### src/rtl/dtree_node_loader.sv
// Byte-stream loader for the decision-tree classifier node memory: packs bytes MSB-first
// into node words and writes them sequentially. Optional trailer checksum: DTREE_LOADER_CHECKSUM_EN.
module dtree_node_loader #(
    parameter int FEATURES      = 3,
    parameter int COEFF_WIDTH   = 2,
    parameter int BIAS_WIDTH    = 10,
    parameter int MAX_CLUSTERS  = 5,
    parameter int CHANNEL_COUNT = 1,
    localparam int NODE_SIZE    = 2 + FEATURES + (FEATURES - 1) * COEFF_WIDTH + BIAS_WIDTH + 1,
    localparam int NODE_BYTES   = (NODE_SIZE + 7) / 8,
    localparam int TOTAL_NODES  = MAX_CLUSTERS * CHANNEL_COUNT,
    localparam int ADDR_W       = $clog2(TOTAL_NODES)
) (
    input  logic                 clk,
    input  logic                 reset,
    input  logic                 start,
    input  logic                 byte_valid,
    output logic                 byte_ready,
    input  logic [7:0]           byte_data,
    output logic                 wr_node,
    output logic [ADDR_W-1:0]    node_addr,
    output logic [NODE_SIZE-1:0] node_data,
    output logic                 busy,
    output logic                 done,
    output logic                 error
);

    localparam int SHIFT_W = NODE_BYTES * 8;
    localparam int BCNT_W  = $clog2(NODE_BYTES + 1);

    typedef enum logic [2:0] {
        IDLE,
        RECV,
        WRITE,
`ifdef DTREE_LOADER_CHECKSUM_EN
        CHECK,
`endif
        DONE,
        ERROR
    } state_t;

    state_t               state_q, state_d;
    logic [BCNT_W-1:0]    byte_cnt_q, byte_cnt_d;
    logic [ADDR_W-1:0]    node_cnt_q, node_cnt_d;
    logic [SHIFT_W-1:0]   shift_q, shift_d, shift_next;
    logic [ADDR_W-1:0]    node_addr_q, node_addr_d;
    logic [NODE_SIZE-1:0] node_data_q, node_data_d;
`ifdef DTREE_LOADER_CHECKSUM_EN
    logic [7:0]           csum_q, csum_d;
`endif

    // The top byte falls off the end; only the low NODE_SIZE bits ever reach node_data.
    assign shift_next = SHIFT_W'({shift_q, byte_data});

    always_comb begin
        state_d     = state_q;
        byte_cnt_d  = byte_cnt_q;
        node_cnt_d  = node_cnt_q;
        shift_d     = shift_q;
        node_addr_d = node_addr_q;
        node_data_d = node_data_q;
`ifdef DTREE_LOADER_CHECKSUM_EN
        csum_d      = csum_q;
`endif
        case (state_q)
            IDLE, DONE, ERROR: begin
                byte_cnt_d = '0;
                node_cnt_d = '0;
                shift_d    = '0;
`ifdef DTREE_LOADER_CHECKSUM_EN
                csum_d     = '0;
`endif
                if (start) state_d = RECV;
            end
            RECV: begin
                if (byte_valid) begin
                    shift_d = shift_next;
`ifdef DTREE_LOADER_CHECKSUM_EN
                    csum_d  = csum_q ^ byte_data;
`endif
                    // Address/data are registered here so they are valid throughout WRITE.
                    if (byte_cnt_q == BCNT_W'(NODE_BYTES - 1)) begin
                        byte_cnt_d  = '0;
                        node_addr_d = node_cnt_q;
                        node_data_d = NODE_SIZE'(shift_next);
                        state_d     = WRITE;
                    end else begin
                        byte_cnt_d = byte_cnt_q + BCNT_W'(1);
                    end
                end
            end
            WRITE: begin
                if (node_cnt_q == ADDR_W'(TOTAL_NODES - 1)) begin
`ifdef DTREE_LOADER_CHECKSUM_EN
                    state_d = CHECK;
`else
                    state_d = DONE;
`endif
                end else begin
                    node_cnt_d = node_cnt_q + ADDR_W'(1);
                    state_d    = RECV;
                end
            end
`ifdef DTREE_LOADER_CHECKSUM_EN
            CHECK: begin
                if (byte_valid) state_d = (byte_data == csum_q) ? DONE : ERROR;
            end
`endif
            default: state_d = IDLE;
        endcase
    end

    always_ff @(posedge clk) begin
        if (reset) begin
            state_q     <= IDLE;
            byte_cnt_q  <= '0;
            node_cnt_q  <= '0;
            shift_q     <= '0;
            node_addr_q <= '0;
            node_data_q <= '0;
`ifdef DTREE_LOADER_CHECKSUM_EN
            csum_q      <= '0;
`endif
        end else begin
            state_q     <= state_d;
            byte_cnt_q  <= byte_cnt_d;
            node_cnt_q  <= node_cnt_d;
            shift_q     <= shift_d;
            node_addr_q <= node_addr_d;
            node_data_q <= node_data_d;
`ifdef DTREE_LOADER_CHECKSUM_EN
            csum_q      <= csum_d;
`endif
        end
    end

    assign wr_node   = (state_q == WRITE);
    assign node_addr = node_addr_q;
    assign node_data = node_data_q;
    assign done      = (state_q == DONE);
`ifdef DTREE_LOADER_CHECKSUM_EN
    assign byte_ready = (state_q == RECV) || (state_q == CHECK);
    assign busy       = (state_q == RECV) || (state_q == WRITE) || (state_q == CHECK);
    assign error      = (state_q == ERROR);
`else
    assign byte_ready = (state_q == RECV);
    assign busy       = (state_q == RECV) || (state_q == WRITE);
    assign error      = 1'b0;
`endif

endmodule

### config.mk
export PLATFORM = sky130hd
export DESIGN_NAME = dtree_node_loader
export DESIGN_NICKNAME = d
export VERILOG_FILES = /design/src/rtl/dtree_node_loader.sv
export SDC_FILE = /design/constraint.sdc
export NUM_CORES = 1
export LEC_CHECK = 0
export BUFFER_PORTS_ARGS = -buffer_cell sky130_fd_sc_hd__buf_2
export CAP_MARGIN = 20
export CORE_ASPECT_RATIO = 0.9
export CORE_MARGIN = 3
export CORE_UTILIZATION = 30
export DETAILED_ROUTE_END_ITERATION = 12
export PLACE_DENSITY_LB_ADDON = 0.1
export SYNTH_ARGS = -nofsm -noshare
export SYNTH_HDL_FRONTEND = slang
export SYNTH_SLANG_ARGS = --single-unit
### constraint.sdc
create_clock -name clk -period 2.1 [get_ports clk]
set_input_delay 0.105 -clock clk [delete_from_list [all_inputs] [get_ports clk]]
set_output_delay 0.105 -clock clk [all_outputs]
set_load 0.05 [all_outputs]
==> results of run 1 <==
==> cells in the final DEF, fill, tap and decap left out, drive strengths merged <==
| cell | n |
|---|---|
| a22oi | 13 |
| bufinv | 1 |
| o221a | 1 |
| and2 | 1 |
| a21oi | 29 |
| or2 | 1 |
| conb | 1 |
| nor2 | 15 |
| dfxtp | 42 |
| and4b | 2 |
| ha | 5 |
| clkbuf | 7 |
| buf | 43 |
| nor2b | 1 |
| nand3b | 2 |
| nand3 | 2 |
| nand2 | 48 |
| o21ai | 4 |
| nor3 | 1 |
| and3 | 1 |
| inv | 6 |
| nand4b | 1 |
| mux2i | 1 |
==> logic make-up (layout without fill, tap and decap cells) <==
logic type	count (synthesis)	in the layout	share of synthesized area, %
AOI/OAI and AO/OA	47	47	20.5
adders and majority gates	5	5	3.67
buffers and inverters	20	57	6.82
DFF	42	42	49.3
muxes	1	1	0.806
other	1	1	0.220
and+or+nand+nor	75	75	18.8
==> worst max path at each step <==
stage               endpoint       start  slack, ps
3_5_place_dp      state_q[1]  state_q[0]        500
6_report          state_q[1]  state_q[0]        510
5_1_grt           state_q[1]  state_q[0]        430
2_1_floorplan  byte_cnt_q[1]  state_q[0]        400
3_3_place_gp      state_q[1]  state_q[0]        550
4_1_cts           state_q[1]  state_q[0]        500
==> power groups by stage <==
stage | combinational [W] | clock [W] | sequential, W
2_1_floorplan | 0.000229 | 0 | 0.000853
3_3_place_gp | 0.000289 | 0 | 0.000858
3_5_place_dp | 0.000289 | 0 | 0.000858
4_1_cts | 0.000289 | 0.000644 | 0.000839
5_1_grt | 0.000313 | 0.000684 | 0.000843
6_report | 0.000287 | 0.000618 | 0.000839
==> registers in the layout, summed over array words and instances (netlist names) <==
signal	flops
node_addr	3
byte_cnt_q	2
node_cnt_q	3
state_q	2
node_data	20
shift_q	12
==> tightest hold or removal path, stage by stage <==
cell	delay, ps
buf_2	110
nand2_1	50
a21oi_1	50
==> final cells by class <==
cell class                 instances  area share (%)
tap                               67            4.13
sequential                        42            41.4
multi-input combinational        129            36.9
clock inverter                     1            1.48
timing repair buffer              43            11.2
inverter                           6            1.11
clock buffer                       7            3.76
==> routing by layer <==
| metal | part of all wire (%) | wire (um) | track usage, % |
|---|---|---|---|
| met1 | 51 | 1900 | 15.3 |
| met2 | 42 | 1550 | 17.7 |
| met3 | 5.3 | 197 | 3.50 |
| met4 | 1.5 | 57 | 4.75 |
| met5 | 0 | 0 | 0 |
==> through the flow <==
stage | setup slack, ps | instances | utilization, % | total power (W) | hold slack, ps
finish | 506 | 295 | 37.7 | 0.00174 | 69.8
floorplan | 400 | 191 | - | 0.00108 | 241
CTS | 503 | 295 | 37.7 | 0.00177 | 60.5
global route | 431 | 295 | 37.7 | 0.00184 | 58.3
global placement | 547 | 287 | 35.8 | 0.00115 | 372
detailed placement | 498 | 287 | 35.8 | 0.00115 | 375
==> reports/qor.yml, run 1 <==
ys.warnings.count: 0
cts.sinks: 42
drtIter0Drc: 87
drt-vias-per-instance: 4.60
synth-edff-count: 0
routedWlPerCell_um: 12.5
vias: 1358
reg2reg_from: "state_q[0]"
start_util_pct: 31.7
cts_setup_buffers: 0
crit_type: "flop to flop"
fp.dieArea_um2: 6630
power_density_nw_per_um2: 859
cts_tree: "yes"
critPathTopFamily: "simple AND/OR/NAND/NOR gates"
fillers: 578
antenna_found_initial: 0
drc: 0
wl_um: 3700
multiInputGateArea_um2: 749
slew_violations: 0
max_cap_violations: 0
crit_chain: "inv_1 > ha_1 > nor2b_1 > or2_2 > o221a_1"
placed_area_um2: 1920
synth.area.top_cells: "dfxtp_1 (49%), nand2_1 (11%), a21oi_2 (10%)"
tns_ps: 0
hpwlAfterDp_um: 2390
min_path_cells: 3
final-setup-viol-count: 0
first_pass_iters: 3
maxSlewHeadroom_pct: 62.7
synth_top_area_share_pct: 49.3
reg2reg_depth: 5
synth_nets: 208
layout.nets: 244
r2r_slack_ps: 510
synthArstFlopShare_pct: 0
clockRootBuffer: "clkbuf_8"
r2r-end: "state_q[1]"
core_um2: 5380
clk_transition_reported_paths_ps: 80
critPathMaxStageDelay_ps: 380
num_rows: 25
combPwrFrac_pct: 16.4
ctsLongestPathBuffers: 2
num_io_pins: 40
gr-total-overflow: 0
period_needed_ps: 1590
insertion_delay_ps: 290
syn_area_um2: 1710
cts-buffers-inserted: 5
finClkSkew_ps: 8.71
n_antenna_cell: 0
ys_ff_latch: 42
seq_area_frac_synth_pct: 49.3
clockPowerShare_pct: 35.4
dieHeight_um: 77.6
grt_usage_pct: 11.6
hold_path_startpoint: "byte_data[0]"
whs_endpoint: "node_data[0]"
syn_to_final_growth_pct: 19.0
ir_worst_vdd_v: 0.000321
crit_buf_inv: 1
finalCritPeriodShare_pct: 75.9
final-seq-area_um2: 841
cp.depth: 5
cts_resized: 0
htreeDepth: 2
synth_ff_type: "dfxtp_1"
die_x_um: 85.5
portBuffers: 38
grt_pass1_vias: 1330
gp_congestion: 0.649
hold_path.class: "input port to flop"
worst_pin_slew_ps: 559
ant_nets: 0
status: "finished, final reports clean"
arrival_ps: 1780
p_seq_share_pct: 48.1
synth_cell_types: 26
critPathRequiredTime_ps: 2290
holdBufCountCts: 0
rsz0062_at_grt: "no"
synth_area_per_cell_um2: 8.94
synth.most_common_cell: "nand2_1"
drive_gt1_share_pct: 31.1
hold_viol: 0
cp-start-kind: "flop"
internal-power_w: 0.00127
synth.largest_area_cell: "dfxtp_1"
end_kind: "flop"
grt_first_pass_wirelength_um: 6210
p_leak_nw: 0.801
fmax_mhz: 627
power_switching_w: 0.000478
swShare_pct: 27.4
synthCells: 191
grt_max_degree: 41
design_area_um2: 2030
crit_slowest_cell: "dfxtp_1"
cp_max_fo: 4
synth_commonest_cells: "nand2_1 (48), dfxtp_1 (42), a21oi_2 (20), nor2_1 (15), a22oi_1 (13)"
Power figures use the tool's default switching activity.
==> inputs of run 2 (changes only) <==
clock period = 1.5 ns   (was 2.1 ns; I/O delays follow)
==> run 2 against run 1 <==
Sequential share of layout area is 2.0 points lower. Final cell count is 1.7% higher. Total power is 47% higher. Combinational power is 66% higher. Worst setup slack worse by 450 ps. Critical path depth stayed put. Non-clock buffer count is 6 higher. Critical endpoint unchanged.
==> reports/qor.yml, run 2 (same netlist as run 1, synthesis figures left out) <==
hpwlAfterDp_um: 2550  # +6.7%
crit_type: "flop to flop"
portBuffers: 38  # unchanged
grt_pass1_vias: 1302  # -2.1%
r2r_slack_ps: 60  # -450 ps
status: "finished, final reports clean"
cts_setup_buffers: 0  # unchanged
core_um2: 5380  # unchanged
critPathRequiredTime_ps: 1680  # -610 ps
whs_endpoint: "node_data[4]"
hold_path_startpoint: "byte_data[4]"
min_path_cells: 3  # unchanged
finalCritPeriodShare_pct: 96.3  # +20 points
fmax_mhz: 692  # +10%
layout.nets: 250  # +2.5%
placed_area_um2: 2010  # +4.4%
grt_usage_pct: 12.0  # +0.39 points
largest_register_ffs: 20  # unchanged
reg2reg_depth: 5  # unchanged
rsz0062_at_grt: "yes"
drtIter0Drc: 54  # -38%
critPathTopFamily: "simple AND/OR/NAND/NOR gates"
vias: 1341  # -1.3%
fp.dieArea_um2: 6630  # unchanged
grt_first_pass_wirelength_um: 6320  # +1.8%
power_w: 0.00256  # +47%
finClkSkew_ps: 5.37  # -3.35 ps
cp_max_fo: 3  # -1
syn_to_final_growth_pct: 25.4
max_cap_violations: 0  # unchanged
n_antenna_cell: 0  # unchanged
dieHeight_um: 77.6  # unchanged
insertion_delay_ps: 290  # about the same
clk_transition_reported_paths_ps: 80  # about the same
layout_common_cells: "nand2_1 (48), dfxtp_1 (40), buf_2 (37)"
routedWlPerCell_um: 12.3  # -2.2%
reg2reg_from: "state_q[0]"
r2r-end: "state_q[1]"
drt-vias-per-instance: 4.47  # -2.9%
grt_max_degree: 24  # -41%
final-setup-viol-count: 0  # unchanged
cts.sinks: 42  # unchanged
gp_congestion: 0.648  # -0.26%
ant_nets: 0  # unchanged
design_area_um2: 2140  # +5.4%
power_density_nw_per_um2: 1200  # +39%
crit_buf_inv: 1  # unchanged
cp-start-kind: "flop"
cts-buffers-inserted: 5  # unchanged
period_needed_ps: 1440  # -149 ps
hold_viol: 0  # unchanged
num_rows: 25  # unchanged
start_util_pct: 31.7  # unchanged
p_leak_nw: 0.857  # +6.9%
die_x_um: 85.5  # unchanged
ctsLongestPathBuffers: 2  # unchanged
clockRootBuffer: "clkbuf_8"
critPathMaxStageDelay_ps: 330  # -50 ps
end_kind: "flop"
htreeDepth: 2  # unchanged
wl_um: 3680  # -0.54%
ir_worst_vdd_v: 0.000511  # +59%
hold_path.class: "input port to flop"
gr-total-overflow: 0  # unchanged
crit_chain: "inv_1 > ha_1 > nor2b_4 > or2_2 > o221a_1"
cts_tree: "yes"
arrival_ps: 1620  # -160 ps
first_pass_iters: 4  # +1
num_io_pins: 40  # unchanged
antenna_found_initial: 0  # unchanged
crit_slowest_cell: "dfxtp_2"
slew_violations: 0  # unchanged
layout_commonest_cell: "nand2_1"
drive_gt1_share_pct: 35.6  # +4.5 points
holdBufCountCts: 0  # unchanged
holdWs_ps: 36.6  # -33.2 ps
drc: 0  # unchanged
==> run 2: cell types whose count changed in the layout (fill, tap and decap cells not counted), moves of 2 or more <==
cell	delta
clkbuf_1	-2
dfxtp_2	+2
buf_12	+3
dfxtp_1	-2
buf_4	+3
==> run 2: power breakdown <==
part	internal (W)	total [W]	switching [W]
sequential	0.00115	0.00117	0.0000258
clock	0.000533	0.000907	0.000375
combinational	0.000188	0.000476	0.000288
==> run 2: how the worst max path moves through the flow <==
| stage | from | to | cells after the start |
|---|---|---|---|
| finish | state_q[0] | state_q[1] | 5 |
| global route | state_q[0] | shift_q[1] | 7 |
| CTS | state_q[0] | state_q[1] | 5 |
| detailed placement | state_q[0] | state_q[1] | 5 |
| global placement | state_q[0] | state_q[1] | 5 |
| floorplan | state_q[0] | state_q[1] | 5 |
==> run 2: repair_timing <==
action,CTS,global route
endpoints found under the hold margin,0,0
setup endpoints to repair,1,22
pin swaps,0,0
resized for setup,1,6
==> run 2: layout make-up <==
| cell class | instances | area, um2 |
|---|---|---|
| tap | 67 | 83.8 |
| sequential | 42 | 843 |
| fill | 579 | 3240 |
| clock inverter | 1 | 30.0 |
| clock buffer | 6 | 82.6 |
| timing repair buffer | 49 | 317 |
| multi-input combinational | 129 | 761 |
| inverter | 6 | 22.5 |
==> run 2: tightest hold or removal path, stage by stage <==
cell     delay (ps)
buf_2           110
nand2_1          60
a21oi_2          40
==> run 2: layer usage <==
layer / vias to the layer above / global-route usage (%) / wire [um]
met2: 26 / 16.8 / 1500
li1: 713 / - / -
met5: - / 0 / 0
met1: 595 / 16.9 / 1930
met3: 7 / 3.40 / 178
met4: 0 / 5.70 / 67
==> run 2: per-stage QoR <==
step / util (%) / TNS [ps] / worst slack (ps) / std cells
after floorplan: - / -20.4 / -12.1 / 191
after global placement: 37.3 / 0 / 66.6 / 293
after detailed placement: 37.3 / 0 / 54.2 / 293
after CTS: 39.5 / 0 / 28.6 / 300
after global routing: 39.8 / -23.9 / -15.2 / 300
final: 39.8 / 0 / 55.3 / 300
==> inputs of run 3 (changes only) <==
BUFFER_PORTS_ARGS = -buffer_cell sky130_fd_sc_hd__buf_4   (was -buffer_cell sky130_fd_sc_hd__buf_2)
==> run 3 against run 2 <==
Final area grew 4.5%. Hold slack lost 22 ps. Core utilization up 1.8 points. Maximum frequency is 0.67% higher. Final cell count stayed put. Clock power fell by 18%. Wire length rose by 3.3%.
==> reports/qor.yml, run 3 (same netlist as run 1, synthesis figures left out) <==
fmax_mhz: 697  # +0.67%
power_density_nw_per_um2: 1110  # -7.2%
layout_commonest_cell: "nand2_1"
largest_register_ffs: 20  # unchanged
place_ws_ps: 48.0  # -6.28 ps
insertion_delay_ps: 290  # about the same
core_um2: 5380  # unchanged
cp-start-kind: "flop"
clockRootBuffer: "clkbuf_8"
holdWs_ps: 14.7  # -21.9 ps
critPathMaxStageDelay_ps: 370  # +40 ps
fp.dieArea_um2: 6630  # unchanged
htreeDepth: 2  # unchanged
p_leak_nw: 0.847  # -1.2%
arrival_ps: 1360  # -260 ps
grt_first_pass_wirelength_um: 6340  # +0.33%
antenna_found_initial: 0  # unchanged
critPathMostFrequentCell: "buf_4"
layout_common_cells: "nand2_1 (48), buf_4 (43), dfxtp_1 (40)"
crit_slowest_cell: "dfxtp_4"
reg2reg_from: "state_q[1]"
first_pass_iters: 4  # unchanged
syn_to_final_growth_pct: 31.0
hold_path_startpoint: "reset"
die_x_um: 85.5  # unchanged
cts.sinks: 42  # unchanged
end_kind: "output pin"
cp_max_fo: 4  # +1
dieHeight_um: 77.6  # unchanged
slew_violations: 0  # unchanged
drtIter0Drc: 82  # +52%
cts-buffers-inserted: 5  # unchanged
ir_worst_vdd_v: 0.000584  # +14%
finalCritPeriodShare_pct: 95.7  # -0.64 points
final_util_pct: 41.6  # +1.8 points
tns_ps: 0  # unchanged
holdBufCountCts: 0  # unchanged
num_rows: 25  # unchanged
drt-vias-per-instance: 4.65  # +4.0%
layout.nets: 249  # -0.40%
num_io_pins: 40  # unchanged
finClkSkew_ps: 4.34  # -1.02 ps
fillers: 577  # -0.35%
cts_setup_buffers: 0  # unchanged
period_needed_ps: 1440  # -9.66 ps
portBuffers: 38  # unchanged
placedCellCount: 292  # -0.34%
drive_gt1_share_pct: 35.2  # -0.43 points
grt_pass1_vias: 1312  # +0.77%
max_cap_violations: 0  # unchanged
hold_viol: 0  # unchanged
cts_tree: "yes"
crit_type: "flop to output pin"
clk_transition_reported_paths_ps: 80  # about the same
vias: 1394  # +4.0%
critPathRequiredTime_ps: 1420  # -260 ps
n_antenna_cell: 0  # unchanged
rsz0062_at_grt: "no"
drc: 0  # unchanged
hpwlAfterDp_um: 2540  # -0.61%
routedWlPerCell_um: 12.7  # +3.3%
grt_usage_pct: 11.9  # -0.11 points
ant_nets: 0  # unchanged
crit_start: "state_q[1]"
grt_max_degree: 37  # +54%
status: "finished, final reports clean"
final-setup-viol-count: 0  # unchanged
crit_chain: "ha_4 > buf_4 > buf_4 > inv_2 > buf_8"
ctsLongestPathBuffers: 2  # unchanged
start_util_pct: 31.7  # unchanged
stdcell_count: 300  # unchanged
gp_congestion: 0.704  # +8.6%
gr-total-overflow: 0  # unchanged
setup_slack_ps: 65.0  # +9.66 ps
wl_um: 3800  # +3.3%
hold_path.class: "input port to flop"
-- run 3: cell types whose count changed in the layout (fill, tap and decap cells not counted), sizes merged --
cell	previous run	this run
clkbuf	6	7
buf	49	48
clkinv	0	1
bufinv	1	0
-- run 3: power breakdown --
part	switching [W]	leakage [nW]	internal (W)
Clock	0.000376	0.0482	0.000372
Sequential	0.0000299	0.340	0.00115
Combinational	0.000309	0.458	0.000244
-- run 3: what timing repair did --
item | in CTS | in global routing
gates resized for setup | 5 | 5
endpoints found under the setup margin | 1 | 8
pin swaps | 1 | 0
-- run 3: final timing paths --
path / endpoint / slack, ps / cells past startpoint
worst max-delay path: busy / 60 / 5
worst min-delay path: byte_cnt_q[1] / 10 / 2
worst max register to register: state_q[1] / 120 / 4
worst min register to register: node_data[12] / 460 / 2
-- run 3: area by class of cell --
type                            count  area, um2  share of cell area (%)
Timing Repair Buffer               48        409                    18.3
Inverter                            6       22.5                    1.01
Clock buffer                        7       86.3                    3.86
Sequential cell                    42        846                    37.8
Clock inverter                      1       5.00                   0.224
Tap cell                           67       83.8                    3.75
Multi-Input combinational cell    129        783                    35.0
-- run 3: worst max-delay path, delay by kind of cell, from the launching register on --
kind | cells | cell delay [ps]
adders and majority gates | 1 | 230
DFF | 1 | 370
buffers and inverters | 4 | 470
-- run 3: layer usage --
metal / GRT usage, % / up-vias / wire length, um / share of wire, %
li1: - / 718 / - / -
met1: 17.9 / 643 / 2030 / 53
met2: 16.1 / 28 / 1540 / 41
met3: 3.50 / 5 / 187 / 4.9
met4: 3.80 / 0 / 40 / 1.1
met5: 0 / - / 0 / 0
-- run 3: through the flow --
step / cell area (um2) / total power (W)
finish: 2240 / 0.00248
global route: 2240 / 0.00260
CTS: 2200 / 0.00247
detailed placement: 2100 / 0.00169
global placement: 2100 / 0.00169
floorplan: 1710 / 0.00152
